==> config.mk <==
export PLATFORM = sky130hd
export DESIGN_NAME = dtw_run_sched
export DESIGN_NICKNAME = d
export VERILOG_FILES = /design/src/rtl/dtw_pkg.sv /design/src/rtl/dtw_watchdog.sv /design/src/rtl/dtw_run_sched.sv
export SDC_FILE = /design/constraint.sdc
export NUM_CORES = 1
export LEC_CHECK = 0
export BUFFER_PORTS_ARGS = -buffer_cell sky130_fd_sc_hd__buf_2
export CAP_MARGIN = 10
export CORE_MARGIN = 4
export CORE_UTILIZATION = 43
export DETAILED_ROUTE_END_ITERATION = 6
export PLACE_DENSITY = 0.77
export SYNTH_ARGS = -nofsm -noshare
export SYNTH_HDL_FRONTEND = slang
export SYNTH_SLANG_ARGS = --single-unit
==> constraint.sdc <==
create_clock -name clk -period 2.85 [get_ports clk]
set_clock_uncertainty 0.05 [all_clocks]
set_input_delay 0.1425 -clock clk [delete_from_list [all_inputs] [get_ports clk]]
set_output_delay 0.1425 -clock clk [all_outputs]
set_load 0.1 [all_outputs]
==> src/rtl/dtw_pkg.sv <==
// dtw_pkg: definitions shared by the DTW run scheduler and its watchdog.
// Holds the scheduler state encoding, which is also the value on state_o
// for the status register. It also holds the err_code values and the core
// operating-mode values.
package dtw_pkg;

  typedef enum logic [2:0] {
    IDLE    = 3'd0,
    RSTC    = 3'd1,
    ARM     = 3'd2,
    RUN_REF = 3'd3,
    RUN_Q   = 3'd4,
    DONE    = 3'd5,
    ERR     = 3'd6
  } state_t;

  localparam logic [1:0] ERR_NONE    = 2'd0;
  localparam logic [1:0] ERR_TIMEOUT = 2'd1;
  localparam logic [1:0] ERR_ABORT   = 2'd2;

  localparam logic MODE_QUERY = 1'b0;
  localparam logic MODE_REF   = 1'b1;

endpackage

==> src/rtl/dtw_watchdog.sv <==
// dtw_watchdog: no-progress timer for a running DTW job.
// Ports:
//   clk, rst  - core clock, synchronous active-high reset
//   clear     - restart the count from zero (progress seen or job not running)
//   enable    - count this cycle
//   expired   - the current cycle is the TIMEOUT-th consecutive cycle
//               without progress; the owner leaves its run state on this edge
module dtw_watchdog
  import dtw_pkg::*;
#(
  parameter int TIMEOUT = 65536
) (
  input  logic clk,
  input  logic rst,
  input  logic clear,
  input  logic enable,
  output logic expired
);

  localparam int CW = (TIMEOUT > 1) ? $clog2(TIMEOUT) : 1;
  localparam logic [CW-1:0] LAST = CW'(TIMEOUT - 1);

  logic [CW-1:0] count;

  // The count holds the number of finished no-progress cycles. It stops at
  // LAST because the scheduler leaves the run state on the edge where
  // expired is high.
  always_ff @(posedge clk) begin
    if (rst || clear) begin
      count <= '0;
    end else if (enable && (count != LAST)) begin
      count <= count + CW'(1);
    end
  end

  assign expired = enable && !clear && (count == LAST);

endmodule

==> src/rtl/dtw_run_sched.sv <==
// dtw_run_sched: job-level sequencer for the DTW core.
// It takes one job descriptor at a time from the control master. A job is
// either a reference load or a batch of nq queries. For each job the block
// resets the core, arms it, runs it and watches for completion. It then
// reports done, or err with a reason code. All outputs are registered.
// Ports:
//   clk, rst                      - core stream clock, synchronous active-high reset
//   cmd_valid/cmd_ready           - descriptor handshake; ready only while idle
//   cmd_mode/cmd_ref_len/cmd_nq   - descriptor fields (nq unused for reference loads)
//   abort                         - abandon the job in progress
//   core_rst/core_rs/core_mode/core_ref_len - controls driven into dtw_core
//   core_busy/core_load_done      - status returned by dtw_core
//   done/err                      - one-cycle completion / failure pulses
//   err_code                      - failure reason, held until the next accepted job
//   q_done_cnt                    - queries finished in the current or last job
//   state_o                       - state encoding for the status register
module dtw_run_sched
  import dtw_pkg::*;
#(
  parameter int RST_CYCLES = 4,
  parameter int TIMEOUT    = 65536,
  parameter int NQ_W       = 16,
  parameter int LEN_W      = 32
) (
  input  logic             clk,
  input  logic             rst,
  input  logic             cmd_valid,
  output logic             cmd_ready,
  input  logic             cmd_mode,
  input  logic [LEN_W-1:0] cmd_ref_len,
  input  logic [NQ_W-1:0]  cmd_nq,
  input  logic             abort,
  output logic             core_rst,
  output logic             core_rs,
  output logic             core_mode,
  output logic [LEN_W-1:0] core_ref_len,
  input  logic             core_busy,
  input  logic             core_load_done,
  output logic             done,
  output logic             err,
  output logic [1:0]       err_code,
  output logic [NQ_W-1:0]  q_done_cnt,
  output logic [2:0]       state_o
);

  localparam int RC_W = (RST_CYCLES > 1) ? $clog2(RST_CYCLES + 1) : 1;
  localparam logic [RC_W-1:0] RC_LAST = RC_W'(RST_CYCLES - 1);

  state_t          state;
  logic [RC_W-1:0] rst_cnt;
  logic [NQ_W-1:0] nq_lat;
  logic [NQ_W-1:0] q_inc;
  logic            busy_q;
  logic            running;
  logic            busy_edge;
  logic            busy_fall;
  logic            wd_clear;
  logic            wd_expired;

  // Busy edges only count as query progress while a query batch runs. Any
  // cycle outside the run states keeps the watchdog at zero. This means
  // leaving ARM always starts the watchdog from a clean count.
  assign running   = (state == RUN_REF) || (state == RUN_Q);
  assign busy_edge = (state == RUN_Q) && (busy_q != core_busy);
  assign busy_fall = (state == RUN_Q) && busy_q && !core_busy;
  assign wd_clear  = !running || busy_edge;

  // The query count stops at all-ones instead of wrapping to zero.
  assign q_inc = (&q_done_cnt) ? q_done_cnt : q_done_cnt + NQ_W'(1);

  assign state_o = state;

  dtw_watchdog #(
    .TIMEOUT(TIMEOUT)
  ) u_watchdog (
    .clk    (clk),
    .rst    (rst),
    .clear  (wd_clear),
    .enable (running),
    .expired(wd_expired)
  );

  // This is the job FSM. Each output is assigned on the edge that enters the
  // state it belongs to, so the pins show the new state's values in the same
  // cycle. Inside each active state the checks run in order: abort first,
  // then completion, then timeout. done and err default low, which makes
  // them single-cycle pulses.
  always_ff @(posedge clk) begin
    if (rst) begin
      state        <= IDLE;
      cmd_ready    <= 1'b1;
      core_rst     <= 1'b1;
      core_rs      <= 1'b0;
      core_mode    <= MODE_QUERY;
      core_ref_len <= '0;
      done         <= 1'b0;
      err          <= 1'b0;
      err_code     <= ERR_NONE;
      q_done_cnt   <= '0;
      nq_lat       <= '0;
      rst_cnt      <= '0;
      busy_q       <= 1'b0;
    end else begin
      busy_q <= core_busy;
      done   <= 1'b0;
      err    <= 1'b0;
      case (state)
        IDLE: begin
          core_rst <= 1'b0;
          core_rs  <= 1'b0;
          if (cmd_valid && cmd_ready) begin
            core_mode    <= cmd_mode;
            core_ref_len <= cmd_ref_len;
            nq_lat       <= cmd_nq;
            q_done_cnt   <= '0;
            err_code     <= ERR_NONE;
            rst_cnt      <= '0;
            cmd_ready    <= 1'b0;
            // An empty query batch finishes without touching the core.
            if ((cmd_mode == MODE_QUERY) && (cmd_nq == '0)) begin
              state <= DONE;
              done  <= 1'b1;
            end else begin
              state    <= RSTC;
              core_rst <= 1'b1;
            end
          end
        end

        RSTC: begin
          if (abort) begin
            state    <= ERR;
            err      <= 1'b1;
            err_code <= ERR_ABORT;
          end else if (rst_cnt == RC_LAST) begin
            state    <= ARM;
            core_rst <= 1'b0;
          end else begin
            rst_cnt <= rst_cnt + RC_W'(1);
          end
        end

        ARM: begin
          if (abort) begin
            state    <= ERR;
            core_rst <= 1'b1;
            err      <= 1'b1;
            err_code <= ERR_ABORT;
          end else begin
            core_rs <= 1'b1;
            state   <= (core_mode == MODE_REF) ? RUN_REF : RUN_Q;
          end
        end

        RUN_REF: begin
          if (abort) begin
            state    <= ERR;
            core_rs  <= 1'b0;
            core_rst <= 1'b1;
            err      <= 1'b1;
            err_code <= ERR_ABORT;
          end else if (core_load_done) begin
            state   <= DONE;
            core_rs <= 1'b0;
            done    <= 1'b1;
          end else if (wd_expired) begin
            state    <= ERR;
            core_rs  <= 1'b0;
            core_rst <= 1'b1;
            err      <= 1'b1;
            err_code <= ERR_TIMEOUT;
          end
        end

        RUN_Q: begin
          if (abort) begin
            state    <= ERR;
            core_rs  <= 1'b0;
            core_rst <= 1'b1;
            err      <= 1'b1;
            err_code <= ERR_ABORT;
          end else if (busy_fall) begin
            // The falling edge that finishes the last query ends the batch
            // on this same edge.
            q_done_cnt <= q_inc;
            if (q_inc == nq_lat) begin
              state   <= DONE;
              core_rs <= 1'b0;
              done    <= 1'b1;
            end
          end else if (wd_expired) begin
            state    <= ERR;
            core_rs  <= 1'b0;
            core_rst <= 1'b1;
            err      <= 1'b1;
            err_code <= ERR_TIMEOUT;
          end
        end

        DONE: begin
          state     <= IDLE;
          cmd_ready <= 1'b1;
        end

        ERR: begin
          state     <= IDLE;
          cmd_ready <= 1'b1;
          core_rst  <= 1'b0;
        end

        default: begin
          state     <= IDLE;
          cmd_ready <= 1'b1;
          core_rst  <= 1'b0;
          core_rs   <= 1'b0;
        end
      endcase
    end
  end

endmodule
After elaboration in Yosys (flattened, before gate mapping):

Index checks and enable logic that the tools add are counted.

* add/sub/neg operators: 3
* reductions and logical operators: 31
* equality and inequality tests: 24
* mux-type cells: 66
* bitwise gates (word level): 4

Operator list (count)
* 2-to-1 mux 16 bit: 4
* 2-to-1 mux 3 bit: 15
* adder 16 x 1 -> 16 bit, second input constant: 2
* one-hot mux 16 bit (2 select lines): 1
* 2-to-1 mux 1 bit: 31
* == test 16 bit: 1
* == test 16 bit, second input constant: 1
* zero test 16 bit: 1
* inequality test 16 bit, second input constant: 1
* inequality test 2 bit, second input constant: 8
* AND reduction 16 bit: 1
* one-hot mux 3 bit (5 select lines): 1
* 2-to-1 mux 2 bit: 7
* == test 3 x 2 -> 1 bit, second input constant: 3
* == test 3 bit, second input constant: 3
* inequality test 3 bit, second input constant: 3
* logical AND 1 bit: 8
* one-hot mux 2 bit (4 select lines): 1
* AND reduction 4 bit: 2
* one-hot mux 1 bit (3 select lines): 2
* one-hot mux 1 bit (6 select lines): 1
* one-hot mux 3 bit (2 select lines): 1
* AND reduction 3 bit: 2
* AND reduction 6 bit: 1
* 18 further kinds: 27

* input port bits: 55
* flip-flop bits (word level): 95
* output and inout port bits: 59
* word-level logic and storage cells: 142

Longest topological paths before layout:

Gate-level depths: netlist (run 1).

* depth in word-level cells: 11
* gate-level depth with buffers: 11
* mapped depth without buffers: 9

Hierarchy:

A second synthesis (run 1) with hierarchy kept.

* cells, all modules: 633
* area, all modules: 4928.5 µm²

By module, submodules not included
* dtw_run_sched: sequential area each 1581.5 µm², cells each 536, area an instance 4102.7 µm², instances 1
* dtw_watchdog: sequential area each 320.3 µm², cells each 97, area an instance 825.8 µm², instances 1

Worst setup path after synthesis (run 1):

Ideal clock, no wire load.

* path kind: register to register
* start point: register q_done_cnt[0]
* end point: register state[0] (netlist: state_o[0])
* buffers on the path: 0
* path slack: -0.521 ns
* data arrival time: 3.255 ns
* cell stages (with the launch flop): 10
* required time: 2.734 ns
* clock period less this slack: 3.371 ns
* setup time: 0.066 ns
* path through: dfxtp_1 -> ha_1 -> nand3_2 -> or4_4 -> a221oi_2 -> nand4_1 -> nor4_4 -> nand4_1 -> a22o_1 -> a21oi_2

* longest elaborated chain between the ends: 5
* elaborated cells between the ends (all ways): 6
* those cells by class: 1 x add/sub; 2 x eq/ne; 1 x mux; 2 x reduce/logical

RTL lines
* start: declaration: RTL line dtw_run_sched.sv:42 `output logic [NQ_W-1:0] q_done_cnt,`
* start signal: assignment: RTL line dtw_run_sched.sv:185 `q_done_cnt <= q_inc;`
* adder 16 x 1 -> 16 bit or AND reduction 16 bit (tied branches): RTL line dtw_run_sched.sv:69 `assign q_inc = (&q_done_cnt) ? q_done_cnt : q_done_cnt + NQ_W'(1);`
* 2-to-1 mux 16 bit (*): RTL line dtw_run_sched.sv:69
* == test 16 bit (*): RTL line dtw_run_sched.sv:186 `if (q_inc == nq_lat) begin`
* inequality test 4 x 3 -> 1 bit (no source line) (*)
* AND reduction 3 bit (no source line) (*)
* end signal: assignment: RTL line dtw_run_sched.sv:151 `state <= (core_mode == MODE_REF) ? RUN_REF : RUN_Q;`
* end: declaration: RTL line dtw_run_sched.sv:49 `state_t state;`

Every way passes the cells marked *; elsewhere a longest branch is shown, timed or not.
A chain may end at the register's enable or synchronous reset.

Worst setup path in the final report (run 1):

* start point: register q_done_cnt[3]
* end point: register state[1] (netlist: state_o[1])

Same word-level chain as after synthesis.

==> results of run 1 <==
cell usage in the layout, fill, tap and decap left out, drive strengths merged, types with 4 or more instances in the layout:
cell type,n
and2,4
nand2b,5
dfxtp,95
xnor2,13
nand4,17
nor3,22
nor2b,7
buf,134
nand3,22
a31oi,6
ha,4
nor4,15
xor2,15
o21ai,23
o21a,4
or4,5
mux2i,5
a211oi,7
nor2,53
and3,4
or2,6
o22ai,4
clkbuf,10
dlygate4sd3,39
nand2,126
a21oi,93
inv,9
or3,7
critical path, stage by stage, from the launching register on:
cell      delay, ns
dfxtp_4        0.41
nand4_2        0.24
or3_4          0.46
or4_1          0.41
a211o_1        0.34
a21oi_1        0.14
nand4_1        0.16
a211oi_2       0.25
nor3_1         0.07
report_power, final:
group / leakage, nW / switching, mW / total [mW] / internal (mW)
combinational: 1.61 / 1.77 / 2.35 / 0.576
sequential: 0.785 / 0.147 / 1.65 / 1.50
clock: 0.141 / 0.543 / 1.23 / 0.687
total: 2.53 / 2.46 / 5.23 / 2.77
metal layers:
metal  wire (microns)  up-vias  global-route usage [%]
met3             1220       28                    4.97
li1                 -     2546                       -
met2             6870      204                    36.7
met5                0        -                       0
met4              315        0                    9.98
met1             6470     2404                    29.9
synth_stat cells, drive strengths merged, types with 5 or more instances:
| master | count |
|---|---|
| nand2 | 126 |
| dfxtp | 95 |
| a21oi | 93 |
| nor2 | 53 |
| clkbuf | 29 |
| o21ai | 23 |
| nand3 | 22 |
| nor3 | 22 |
| nand4 | 17 |
| buf | 16 |
| nor4 | 15 |
| xor2 | 15 |
| xnor2 | 13 |
| inv | 8 |
| a211oi | 7 |
| nor2b | 7 |
| or3 | 7 |
| a31oi | 6 |
| or2 | 6 |
| mux2i | 5 |
| nand2b | 5 |
| or4 | 5 |
through the flow:
step / instance area, sq um / hold slack, ns / setup slack (ns) / total power, mW
after global placement: 5640 / 0.333 / 0.101 / 3.91
after floorplan: 4930 / 0.221 / 0.0307 / 3.51
after CTS: 6320 / 0.000421 / 0.0931 / 5.22
after detailed placement: 5640 / 0.338 / 0.112 / 3.95
after global routing: 6350 / 0.0119 / 0.0367 / 5.49
final: 6350 / 0.00562 / 0.172 / 5.23
cell type report:
class	count	area, sq um
Clock buffer	10	229
Antenna cell	1	2.50
Tap cell	140	175
Sequential cell	95	1950
Fill cell	975	4630
Multi-Input combinational cell	495	2780
Clock inverter	6	70.1
Inverter	8	30.0
Timing Repair Buffer	173	1110
flip-flops by register name, summed over array words and instances, names as in the netlist, 2 cells and up:
name	count
core_ref_len	32
err_code	2
nq_lat	16
q_done_cnt	16
rst_cnt	3
state_o	3
u_watchdog.count	16
final timing paths:
| path | to |
|---|---|
| max reg2reg | state_o[1] |
| min reg2reg | core_ref_len[30] |
| max | state_o[1] |
| min | nq_lat[0] |
kinds of logic after synthesis:
group	Yosys count	share of synthesized area (%)
flip-flops	95	38.9
AND/OR/NAND/NOR	300	30.2
adder cells (fa/ha/maj)	4	1.02
buffers and inverters	53	4.71
AO/OA/AOI/OAI	158	19.1
XOR/XNOR	28	5.02
multiplexers	5	1.02
timing repair:
| item | 4_1_cts | 5_1_grt |
|---|---|---|
| hold buffers | 39 | 0 |
| endpoints found under the setup margin | 0 | 2 |
| gates resized for setup | 0 | 4 |
| endpoints found under the hold margin | 39 | 0 |
==> results.sh, run 1 <==
export IMPL_status="finished, final reports clean"
export IMPL_rsz0062_at_grt="false"
export IMPL_numCtsBuffers=9
export IMPL_vias=5182
export IMPL_die_w_microns=115
export IMPL_drt_iter0_markers=300
export IMPL_ant_nets=0
export IMPL_antenna_found_initial=1
export IMPL_dp_cells=872
export IMPL_io_buffers=113
export IMPL_grt_pass1_vias=5019
export IMPL_cts_num_sinks=95
export IMPL_synthFlopType="dfxtp_1"
export IMPL_setup_violations=0
export IMPL_synth_area_sq_um=4890
export IMPL_critical_path_max_fanout=8
export IMPL_drc=0
export IMPL_setup_tns_ns=0
export IMPL_cap_violations=0
export IMPL_grt_pass1_wl_microns=24600
export IMPL_worst_ep_arrival_time_ns=2.82
export IMPL_dp_hpwl_microns=10300
export IMPL_final_cells=928
export IMPL_start_util_pct=44.5
export IMPL_worst_hold_path_type="input pin to flip-flop"
export IMPL_critPathLaunch="q_done_cnt[3]"
export IMPL_r2r_slack_ns=0.17
export IMPL_dieArea_sq_um=13100
export IMPL_wl_per_cell_microns=16.0
export IMPL_nets=841
export IMPL_required_ns=3.00
export IMPL_placementRows=38
export IMPL_ir_drop_mv=0.599
export IMPL_ys_ff_latch=95
export IMPL_clkTransAtPathRegs_ns=0.07
export IMPL_fin_util_pct=57.8
export IMPL_grt_max_degree=68
export IMPL_track_usage_pct=23.0
export IMPL_slew_violations=0
export IMPL_avgSynthCellArea_sq_um=7.60
export IMPL_cts_root_buf="clkbuf_16"
export IMPL_path_class="flip-flop to flip-flop"
export IMPL_synth_distinct_cells=61
export IMPL_htreeDepth=3
export IMPL_hold_path_depth=3
export IMPL_syn_to_final_growth_pct=30.0
export IMPL_p_leak_nw=2.53
export IMPL_synth_edf_count=0
export IMPL_place_congestion=0.958
export IMPL_cp_end_kind="flip-flop"
export IMPL_max_freq_mhz=373
export IMPL_netlist_area_leader_share_pct=38.9
export IMPL_synth_area_leaders="dfxtp_1, nand2_1, a21oi_1"
export IMPL_routed_wirelength_microns=14900
export IMPL_seq_area_frac_synth_pct=38.9
export IMPL_rr_worst_depth=8
export IMPL_ys_warnings_count=0
export IMPL_synthesis_nets=702
export IMPL_grt_overflow_total=0
export IMPL_max_slew_margin_pct=52.9
export IMPL_worst_pin_slew_ns=0.688
export IMPL_cts_tree="yes"
export IMPL_die_h_microns=115
export IMPL_num_io_pins=114
export IMPL_cts_setup_buffers=0
export IMPL_reg2reg_from="q_done_cnt[3]"
export IMPL_synth_async_reset_ratio_pct=0
export IMPL_fin_crit_ns=2.68
export IMPL_first_pass_iters=5
export IMPL_hold_viol=0
export IMPL_clock_path_buffers=2
export IMPL_hold_path_startpoint="cmd_nq[0]"
export IMPL_coreArea_sq_um=11000
export IMPL_synthCells=643
export IMPL_drive_above_1_share_pct=24.5
export IMPL_min_period_over_period_pct=94.0
export IMPL_powerDensity_nw_per_um2=823
export IMPL_yosys_area_top_type="dfxtp_1"
export IMPL_via_per_inst=5.58
export IMPL_worstSetupStartpointType="flip-flop"
export IMPL_clk_latency_ns=0.34
Power figures use the tool's default switching activity.
==> run 2: changes to the inputs <==
- clock period: 2.85 -> 2.8 ns (I/O delays scaled with it)
==> results.sh, run 2 (synthesized netlist as in run 1, its figures left out) <==
export IMPL_rsz0062_at_grt="false"
export IMPL_final_cells=937
export IMPL_required_ns=3.03
export IMPL_path_class="flip-flop to flip-flop"
export IMPL_numCtsBuffers=9
export IMPL_num_io_pins=114
export IMPL_grt_pass1_vias=5246
export IMPL_first_pass_iters=5
export IMPL_grt_pass1_wl_microns=26000
export IMPL_worstSetupStartpointType="flip-flop"
export IMPL_max_slew_margin_pct=48.6
export IMPL_slew_violations=0
export IMPL_worst_hold_path_type="input pin to flip-flop"
export IMPL_grt_overflow_total=0
export IMPL_top_register="core_ref_len"
export IMPL_setup_violations=0
export IMPL_clk_latency_ns=0.36
export IMPL_syn_to_final_growth_pct=32.4
export IMPL_clkTransAtPathRegs_ns=0.07
export IMPL_total_power_mw=5.43
export IMPL_dp_cells=875
export IMPL_htreeDepth=3
export IMPL_cts_setup_buffers=0
export IMPL_max_stage_delay_ns=0.47
export IMPL_status="finished, final reports clean"
export IMPL_track_usage_pct=24.8
export IMPL_num_fill_cells=960
export IMPL_die_w_microns=115
export IMPL_via_per_inst=5.61
export IMPL_slowest_stage="or4_1"
export IMPL_placementRows=38
export IMPL_drt_iter0_markers=331
export IMPL_drc=0
export IMPL_largest_reg_flops=32
export IMPL_clock_path_buffers=2
export IMPL_routed_wirelength_microns=16000
export IMPL_drive_above_1_share_pct=24.5
export IMPL_fin_crit_ns=2.63
export IMPL_worst_pin_slew_ns=0.752
export IMPL_diodes=0
export IMPL_powerDensity_nw_per_um2=840
export IMPL_cts_tree="yes"
export IMPL_cp_end_kind="flip-flop"
export IMPL_min_period_over_period_pct=94.1
export IMPL_hold_viol=0
export IMPL_ant_nets=0
export IMPL_start_util_pct=44.5
export IMPL_worst_ep_arrival_time_ns=2.87
export IMPL_grt_max_degree=64
export IMPL_multi_input_area_sq_um=2780
export IMPL_die_h_microns=115
export IMPL_vias=5258
export IMPL_io_buffers=113
export IMPL_wl_per_cell_microns=17.1
export IMPL_final_area_sq_um=6470
export IMPL_setup_tns_ns=0
export IMPL_p_leak_nw=2.62
export IMPL_dp_hpwl_microns=10700
export IMPL_cts_num_sinks=95
export IMPL_coreArea_sq_um=11000
export IMPL_final_cell_mix="nand2_1, buf_2, a21oi_1"
export IMPL_antenna_found_initial=0
export IMPL_critical_path_max_fanout=9
export IMPL_cap_violations=0
export IMPL_layout_commonest_cell="nand2_1"
export IMPL_seq_area_sq_um=1950
export IMPL_placed_cell_area_sq_um=5660
export IMPL_crit_chain="nand4_2, nor4_1, buf_4, xor2_1, or4_1, a32oi_1, nand4_1, a22o_1, a21oi_2"
export IMPL_nets=851
export IMPL_place_congestion=0.963
export IMPL_dieArea_sq_um=13100
export IMPL_cts_root_buf="clkbuf_16"
export IMPL_max_freq_mhz=380
export IMPL_ir_drop_mv=0.640
export IMPL_r2r_slack_ns=0.17
[run 2: cell types whose count changed in the layout (fill, tap and decap cells not counted), sizes merged]
cell	delta
clkbuf	+2
buf	+3
dlygate4sd3	+7
clkinvlp	-2
diode	-1
[run 2: critical path, delay by kind of cell, from the launching register on]
kind,cells,cell delay [ns]
compound gates,3,0.71
flops,1,0.41
simple gates,4,1.14
buf+inv,1,0.17
xor+xnor,1,0.08
[run 2: routing by layer]
metal  global-route usage (%)  part of all wire, %  wire length (microns)  vias up
met3                     7.45                  8.1                   1310       32
met2                     39.4                   47                   7500      200
met1                     31.6                   43                   6940     2464
li1                         -                    -                      -     2562
met5                        0                    0                      0        -
met4                     9.42                  1.9                    301        0
[run 2: path summary, 6_finish.rpt]
check,startpoint,end,cells past startpoint
setup / recovery,q_done_cnt[2],state_o[0],9
hold / removal,cmd_nq[3],nq_lat[3],3
setup reg to reg,q_done_cnt[2],state_o[0],9
hold reg to reg,core_ref_len[13],core_ref_len[13],2
[run 2: timing repair]
action                                 in CTS  in global routing
endpoints found under the hold margin      45                  1
resized for setup                           0                  3
hold buffers                               45                  1
setup endpoints to repair                   0                  3
[run 2: layout make-up]
class / count / share of cell area (%)
Multi-Input combinational cell: 495 / 43.0
Clock buffer: 12 / 4.29
Sequential cell: 95 / 30.2
Timing Repair Buffer: 183 / 18.6
Inverter: 8 / 0.464
Clock inverter: 4 / 0.754
Tap cell: 140 / 2.71
[run 2: where the power goes]
group | internal (mW) | total, mW | switching, mW
clock network | 0.796 | 1.35 | 0.551
logic | 0.588 | 2.41 | 1.82
registers | 1.53 | 1.67 | 0.147
total | 2.91 | 5.43 | 2.52
[run 2: stage by stage]
step / utilization (%) / hold slack (ns) / setup WS [ns]
after global placement: 51.6 / 0.330 / 0.200
after detailed placement: 51.6 / 0.338 / 0.172
after floorplan: - / 0.218 / 0.00482
final: 58.9 / 0.000224 / 0.165
after CTS: 58.6 / 0.00135 / 0.148
after global routing: 58.9 / 0.00306 / 0.00944
